`src/rtl/fft_stage_sequencer_pkg.sv`:
```
// Shared types and address helpers for the in-place radix-2 DIT FFT controller.
// addr_pair_t and the helpers are sized from FFT_LOG2N; the top's LOG2N must match it.
package fft_ctrl_pkg;

  localparam int unsigned FFT_LOG2N = 3;
  localparam int unsigned FFT_AW    = FFT_LOG2N;

  typedef enum logic [1:0] {IDLE, RUN, DRAIN, DONE} fsm_e;

  typedef struct packed {
    logic [FFT_AW-1:0] a;
    logic [FFT_AW-1:0] b;
  } addr_pair_t;

  // Upper/lower leg addresses of butterfly j in stage s.
  function automatic addr_pair_t bf_addr(input logic [FFT_AW-1:0] s,
                                         input logic [FFT_AW-2:0] j);
    logic [FFT_AW-1:0] jj, span, lo;
    addr_pair_t p;
    jj   = {1'b0, j};
    span = FFT_AW'(1) << s;
    lo   = jj & (span - FFT_AW'(1));
    p.a  = ((jj >> s) << (s + FFT_AW'(1))) | lo;
    p.b  = p.a + span;
    return p;
  endfunction

  function automatic logic [FFT_AW-2:0] bf_tw(input logic [FFT_AW-1:0] s,
                                              input logic [FFT_AW-2:0] j);
    logic [FFT_AW-1:0] jj, span;
    jj   = {1'b0, j};
    span = FFT_AW'(1) << s;
    return (FFT_AW-1)'((jj & (span - FFT_AW'(1))) << (FFT_AW'(FFT_AW - 1) - s));
  endfunction

endpackage

```
`src/rtl/wb_addr_fifo.sv`:
```
// Synchronous FIFO holding write-back address pairs; first-word fall-through head.
module wb_addr_fifo #(
  parameter int unsigned DEPTH = 4,
  parameter type         T     = logic [7:0]
) (
  input  logic                       clk_i,
  input  logic                       rst_ni,
  input  logic                       push_i,
  input  T                           data_i,
  input  logic                       pop_i,
  output T                           data_o,
  output logic [$clog2(DEPTH+1)-1:0] count_o,
  output logic                       full_o,
  output logic                       empty_o
);

  localparam int unsigned PW = $clog2(DEPTH);
  localparam int unsigned CW = $clog2(DEPTH + 1);

  T              mem_q [DEPTH];
  logic [PW-1:0] wr_ptr_q, rd_ptr_q;
  logic [CW-1:0] count_q;
  logic          push_ok, pop_ok;

  assign full_o  = (count_q == CW'(DEPTH));
  assign empty_o = (count_q == '0);
  assign push_ok = push_i && !full_o;
  assign pop_ok  = pop_i && !empty_o;
  assign data_o  = mem_q[rd_ptr_q];
  assign count_o = count_q;

  always_ff @(posedge clk_i) begin
    if (push_ok) mem_q[wr_ptr_q] <= data_i;
  end

  // Pointers wrap naturally because DEPTH is a power of two.
  always_ff @(posedge clk_i or negedge rst_ni) begin
    if (!rst_ni) begin
      wr_ptr_q <= '0;
      rd_ptr_q <= '0;
      count_q  <= '0;
    end else begin
      if (push_ok) wr_ptr_q <= wr_ptr_q + PW'(1);
      if (pop_ok)  rd_ptr_q <= rd_ptr_q + PW'(1);
      unique case ({push_ok, pop_ok})
        2'b10:   count_q <= count_q + CW'(1);
        2'b01:   count_q <= count_q - CW'(1);
        default: count_q <= count_q;
      endcase
    end
  end

endmodule

```
`src/rtl/fft_stage_sequencer.sv`:
```
// In-place radix-2 DIT FFT stage/butterfly sequencer: issues reads, feeds the
// butterfly chain and writes each result back to the addresses it was read from.
module fft_stage_sequencer
  import fft_ctrl_pkg::*;
#(
  parameter int unsigned LOG2N     = FFT_LOG2N,
  parameter int unsigned MAX_OUTST = 4
) (
  input  logic             clk_i,
  input  logic             rst_ni,
  output logic             m_axis_tvalid_o,
  output logic             m_axis_tlast_o,
  input  logic             m_axis_tready_i,
  input  logic             s_axis_tvalid_i,
  input  logic             s_axis_tlast_i,
  output logic             s_axis_tready_o,
  input  logic             start_i,
  output logic             busy_o,
  output logic             done_o,
  output logic             err_o,
  output logic             rd_en_o,
  output logic [LOG2N-1:0] rd_addr_a_o,
  output logic [LOG2N-1:0] rd_addr_b_o,
  output logic [LOG2N-2:0] tw_addr_o,
  output logic             wr_en_o,
  output logic [LOG2N-1:0] wr_addr_a_o,
  output logic [LOG2N-1:0] wr_addr_b_o,
  output logic [LOG2N-1:0] stage_o
);

  localparam int unsigned TW_AW = LOG2N - 1;
  localparam int unsigned CW    = $clog2(MAX_OUTST + 1);
  localparam logic [LOG2N-1:0] LAST_S = LOG2N'(LOG2N - 1);

  fsm_e             state_q;
  logic [LOG2N-1:0] s_q;
  logic [TW_AW-1:0] j_q;
  logic             busy_q, done_q, err_q, tvalid_q, tlast_q;

  logic             issue, pop, drained, last_j, last_s;
  logic             fifo_full, fifo_empty;
  logic [CW-1:0]    fifo_count;
  addr_pair_t       rd_pair, wr_pair;
  logic             unused_tlast;

  assign unused_tlast = s_axis_tlast_i;

  assign rd_pair = bf_addr(s_q, j_q);
  assign last_j  = (j_q == '1);
  assign last_s  = (s_q == LAST_S);
  assign issue   = (state_q == RUN) && m_axis_tready_i && !fifo_full;
  assign pop     = s_axis_tvalid_i && !fifo_empty;
  // Counting the final pop lets the next stage read the cycle after the last write.
  assign drained = fifo_empty || (pop && fifo_count == CW'(1));

  assign rd_en_o         = issue;
  assign rd_addr_a_o     = issue ? rd_pair.a : '0;
  assign rd_addr_b_o     = issue ? rd_pair.b : '0;
  assign tw_addr_o       = issue ? bf_tw(s_q, j_q) : '0;
  assign wr_en_o         = pop;
  assign wr_addr_a_o     = pop ? wr_pair.a : '0;
  assign wr_addr_b_o     = pop ? wr_pair.b : '0;
  assign m_axis_tvalid_o = tvalid_q;
  assign m_axis_tlast_o  = tlast_q;
  assign s_axis_tready_o = busy_q;
  assign busy_o          = busy_q;
  assign done_o          = done_q;
  assign err_o           = err_q;
  assign stage_o         = s_q;

  wb_addr_fifo #(
    .DEPTH(MAX_OUTST),
    .T    (addr_pair_t)
  ) u_wb_fifo (
    .clk_i  (clk_i),
    .rst_ni (rst_ni),
    .push_i (issue),
    .data_i (rd_pair),
    .pop_i  (pop),
    .data_o (wr_pair),
    .count_o(fifo_count),
    .full_o (fifo_full),
    .empty_o(fifo_empty)
  );

  always_ff @(posedge clk_i or negedge rst_ni) begin
    if (!rst_ni) begin
      state_q  <= IDLE;
      s_q      <= '0;
      j_q      <= '0;
      busy_q   <= 1'b0;
      done_q   <= 1'b0;
      err_q    <= 1'b0;
      tvalid_q <= 1'b0;
      tlast_q  <= 1'b0;
    end else begin
      tvalid_q <= issue;
      tlast_q  <= issue && last_j;
      done_q   <= 1'b0;
      if (s_axis_tvalid_i && fifo_empty) err_q <= 1'b1;
      unique case (state_q)
        IDLE: begin
          if (start_i) begin
            state_q <= RUN;
            s_q     <= '0;
            j_q     <= '0;
            busy_q  <= 1'b1;
            err_q   <= 1'b0;
          end
        end
        RUN: begin
          if (issue) begin
            j_q <= j_q + 1'b1;
            if (last_j) state_q <= DRAIN;
          end
        end
        DRAIN: begin
          if (drained) begin
            if (last_s) begin
              state_q <= DONE;
              done_q  <= 1'b1;
            end else begin
              s_q     <= s_q + 1'b1;
              state_q <= RUN;
            end
          end
        end
        DONE: begin
          state_q <= IDLE;
          busy_q  <= 1'b0;
        end
        default: state_q <= IDLE;
      endcase
    end
  end

endmodule
```
`config.mk`:
```
export PLATFORM = sky130hd
export DESIGN_NAME = fft_stage_sequencer
export DESIGN_NICKNAME = d
export VERILOG_FILES = /design/src/rtl/fft_stage_sequencer_pkg.sv /design/src/rtl/wb_addr_fifo.sv /design/src/rtl/fft_stage_sequencer.sv
export SDC_FILE = /design/constraint.sdc
export NUM_CORES = 1
export LEC_CHECK = 0
export ABC_AREA = 0
export CAP_MARGIN = 40
export CORE_MARGIN = 4
export CORE_UTILIZATION = 55
export DETAILED_ROUTE_END_ITERATION = 10
export MAX_ROUTING_LAYER = met4
export PLACE_DENSITY = 0.8
export SYNTH_ARGS = -nofsm -noshare
export SYNTH_HDL_FRONTEND = slang
export SYNTH_SLANG_ARGS = --single-unit
```
`constraint.sdc`:
```
create_clock -name clk_i -period 6.7 [get_ports clk_i]
set_clock_uncertainty 0.05 [all_clocks]
set_input_delay 1.675 -clock clk_i [delete_from_list [all_inputs] [get_ports clk_i]]
set_output_delay 1.675 -clock clk_i [all_outputs]
set_load 0.01 [all_outputs]
```
==> flow_summary.ini <==
[power]
peakVddDrop_mv = 0.214
power_leakage_nw = 1.06
power_density_nw_per_um2 = 407
p_total_w = 0.00107

[critical_path]
cp-start-kind = flip-flop
arrival_ps = 3910
cp.required_ps = 4970
crit_path_end_kind = primary output
crit_chain = inv_1 -> ha_1 -> nand2b_1 -> o21ai_0 -> ha_1 -> inv_1 -> fa_1 -> xor2_1 -> xnor2_1 -> and2_1 -> clkdlybuf4s50_1
critPathMaxFanout = 10
max_stage_delay_ps = 540
slowest_stage = dfrtp_1
critPathKind = flip-flop to primary output

[route]
wl_met1_mm = 1.79
vias = 1352
ant_nets = 0
vias_per_cell = 5.41
routed_wl_mm = 4.04
wl_met2_mm = 1.96
highest_layer = met4
drt_iter0_drc = 81
wl_met3_um = 221
drcViolationCount = 0
first_pass_iters = 4
wl_per_cell_um = 16.2

[placement]
finalWeightedCongestion = 0.825
place_worst_setup_slack_ps = 1370
place_inst = 242
dp_hpwl_mm = 2.98
port_buffers = 29

[global_route]
grt_pass1_wl_mm = 7.20
grt_pass1_vias = 1534
grt-ovfl-total = 0
grt_max_degree = 20
grt_use_total_pct = 18.8
antenna_found_initial = 0

[floorplanning]
start_util_pct = 58.6
die_h_um = 71.2
core_um2 = 3740
die_w_um = 71.2
core.rowCount = 22
die_area_um2 = 5060
pin_count = 31

[timing]
fin_hold_ws_ps = 484
grt_setup_unrepaired = false
slew_viol_final = 0
finalSetupViolCount = 0
setup_tns_ps = 0
fin_crit_ps = 5640
hold_violations = 0
setup_ws_ps = 1060
relSlewSlack_pct = 59.3
fin_crit_sh_pct = 84.1
fmax_mhz = 177
worstMarginPinSlew_ps = 604

[clock_network]
h-tree-depth = 2
ctsHoldBuffers = 0
clock-root-buffer = clkbuf_8
cts_tree = built
cts_setup_buffers = 0
cts_resized = 0
cts-buffers-inserted = 5
insertion_delay_ps = 300
max-clock-path-buffers = 2
cts.clk_slew.worst_paths_ps = 80
cts_sinks = 43

[yosys]
ys_types = 41
synth.top_cells.by_count = edfxtp_1 (24), dfrtp_1 (19), inv_1 (16)
ys_top_cells_by_area = edfxtp_1 (33%), dfrtp_1 (22%), ha_1 (8.6%), mux4_2 (6.2%), xnor2_1 (3.6%)
ys_ff_latch = 43
avgSynthCellArea_um2 = 12.8
synth-async-reset-ratio_pct = 44.2
synth-seq-area-share_pct = 54.5
syn_inst = 171
netlist.area_leader.share_pct = 32.9
synth_area_um2 = 2190
synthFlopType = edfxtp_1
synth_top_area_cell = edfxtp_1
yosysWarnings = 0
synth-edff-count = 24
syn-num-nets = 193
yosysMostFrequentCell = edfxtp_1

[layout]
area_delta_synth_final_pct = 19.5
multiInputGateArea_um2 = 881
nets = 223
regArea_um2 = 1200
drive_gt1_share_pct = 11.4
final_cells = 250
insertedDiodeCount = 0
fillerInstances = 286

[min_path]
min_path_type = flip-flop to flip-flop

[job]
drv_cap = 0

[run_status]
status = finished, final reports clean
[cell type report]
cell class	count	share of cell area [%]
clock buffers	5	2.63
well taps	48	2.29
repair buffers	30	11.6
clock inverters	3	1.67
flip-flops and latches	43	45.6
inverters	17	2.53
multi-input cells	104	33.6
[worst max-delay path: cells and delay by family (launching register included)]
kind            cells  cell delay, ps
compound gates      1             510
xor+xnor            2             500
fa+ha+maj           3             990
buf+inv             3             700
flops               1             540
simple gates        2             370
[worst paths after layout]
| kind | start | end | slack (ps) | cells after the start |
|---|---|---|---|---|
| worst max-delay path | stage_o[0] | rd_addr_b_o[2] | 1060 | 11 |
| worst min-delay path | j_q[0] | j_q[0] | 480 | 1 |
| worst max register to register | stage_o[0] | u_wb_fifo.mem_q[3][2] | 3540 | 9 |
| worst min register to register | j_q[0] | j_q[0] | 480 | 1 |
| max in group asynchronous | rst_ni | stage_o[1] | 4800 | 2 |
| min in group asynchronous | rst_ni | u_wb_fifo.rd_ptr_q[1] | 1640 | 2 |
[routing by layer]
layer | track usage, % | vias up
met5 | - | -
met4 | 7.31 | 0
met3 | 5.54 | 8
met2 | 28.5 | 47
met1 | 23.6 | 651
li1 | - | 646
[sequential cells by signal, indices dropped and copies added, names as in the netlist]
name	cells
state_q	2
u_wb_fifo.wr_ptr_q	2
u_wb_fifo.count_o	3
j_q	2
done_o	1
u_wb_fifo.mem_q	24
stage_o	3
busy_o	1
u_wb_fifo.rd_ptr_q	2
m_axis_tlast_o	1
m_axis_tvalid_o	1
err_o	1
[metrics by stage]
stage | util, % | instance area [um^2]
floorplan | - | 2190
global placement | 66.6 | 2490
detailed placement | 67.0 | 2510
CTS | 70.0 | 2620
global route | 70.0 | 2620
finish | 70.0 | 2620
[power by group]
| part | switching, W | internal [W] | total (W) |
|---|---|---|---|
| combinational | 0.000205 | 0.000218 | 0.000424 |
| clock | 0.0000897 | 0.000111 | 0.000201 |
| sequential | 0.0000660 | 0.000376 | 0.000442 |
[placed cells by master, fill, tap and decap left out, types with 2 or more instances in the layout]
cell             Yosys  routed
a21o_1               3       3
nand3_1              2       2
inv_1               16      16
nor3_1               2       2
mux4_2               6       6
xnor2_1              9       9
clkdlybuf4s50_1      0      29
xor2_1               2       2
and2_1               8       8
ha_1                15      15
a21oi_1              3       3
nand2b_1             4       4
dfrtp_1             19      19
mux2_2               2       2
and3_1               6       6
o21ai_0              6       6
edfxtp_1            24      24
nor2_1               8       8
clkbuf_8             0       5
nand2_1             10      10
[cells by family after synthesis]
kind of cell               after synthesis  share of synthesized area (%)
AOI/OAI and AO/OA                       18                           5.02
xor gates and xnor gates                11                           4.39
muxes                                    9                           7.64
and+or+nand+nor                         50                           13.6
buffers and inverters                   24                           5.31
adders and majority gates               16                           9.47
DFF                                     43                           54.5
Note: power is estimated with default switching activity, not from simulation.
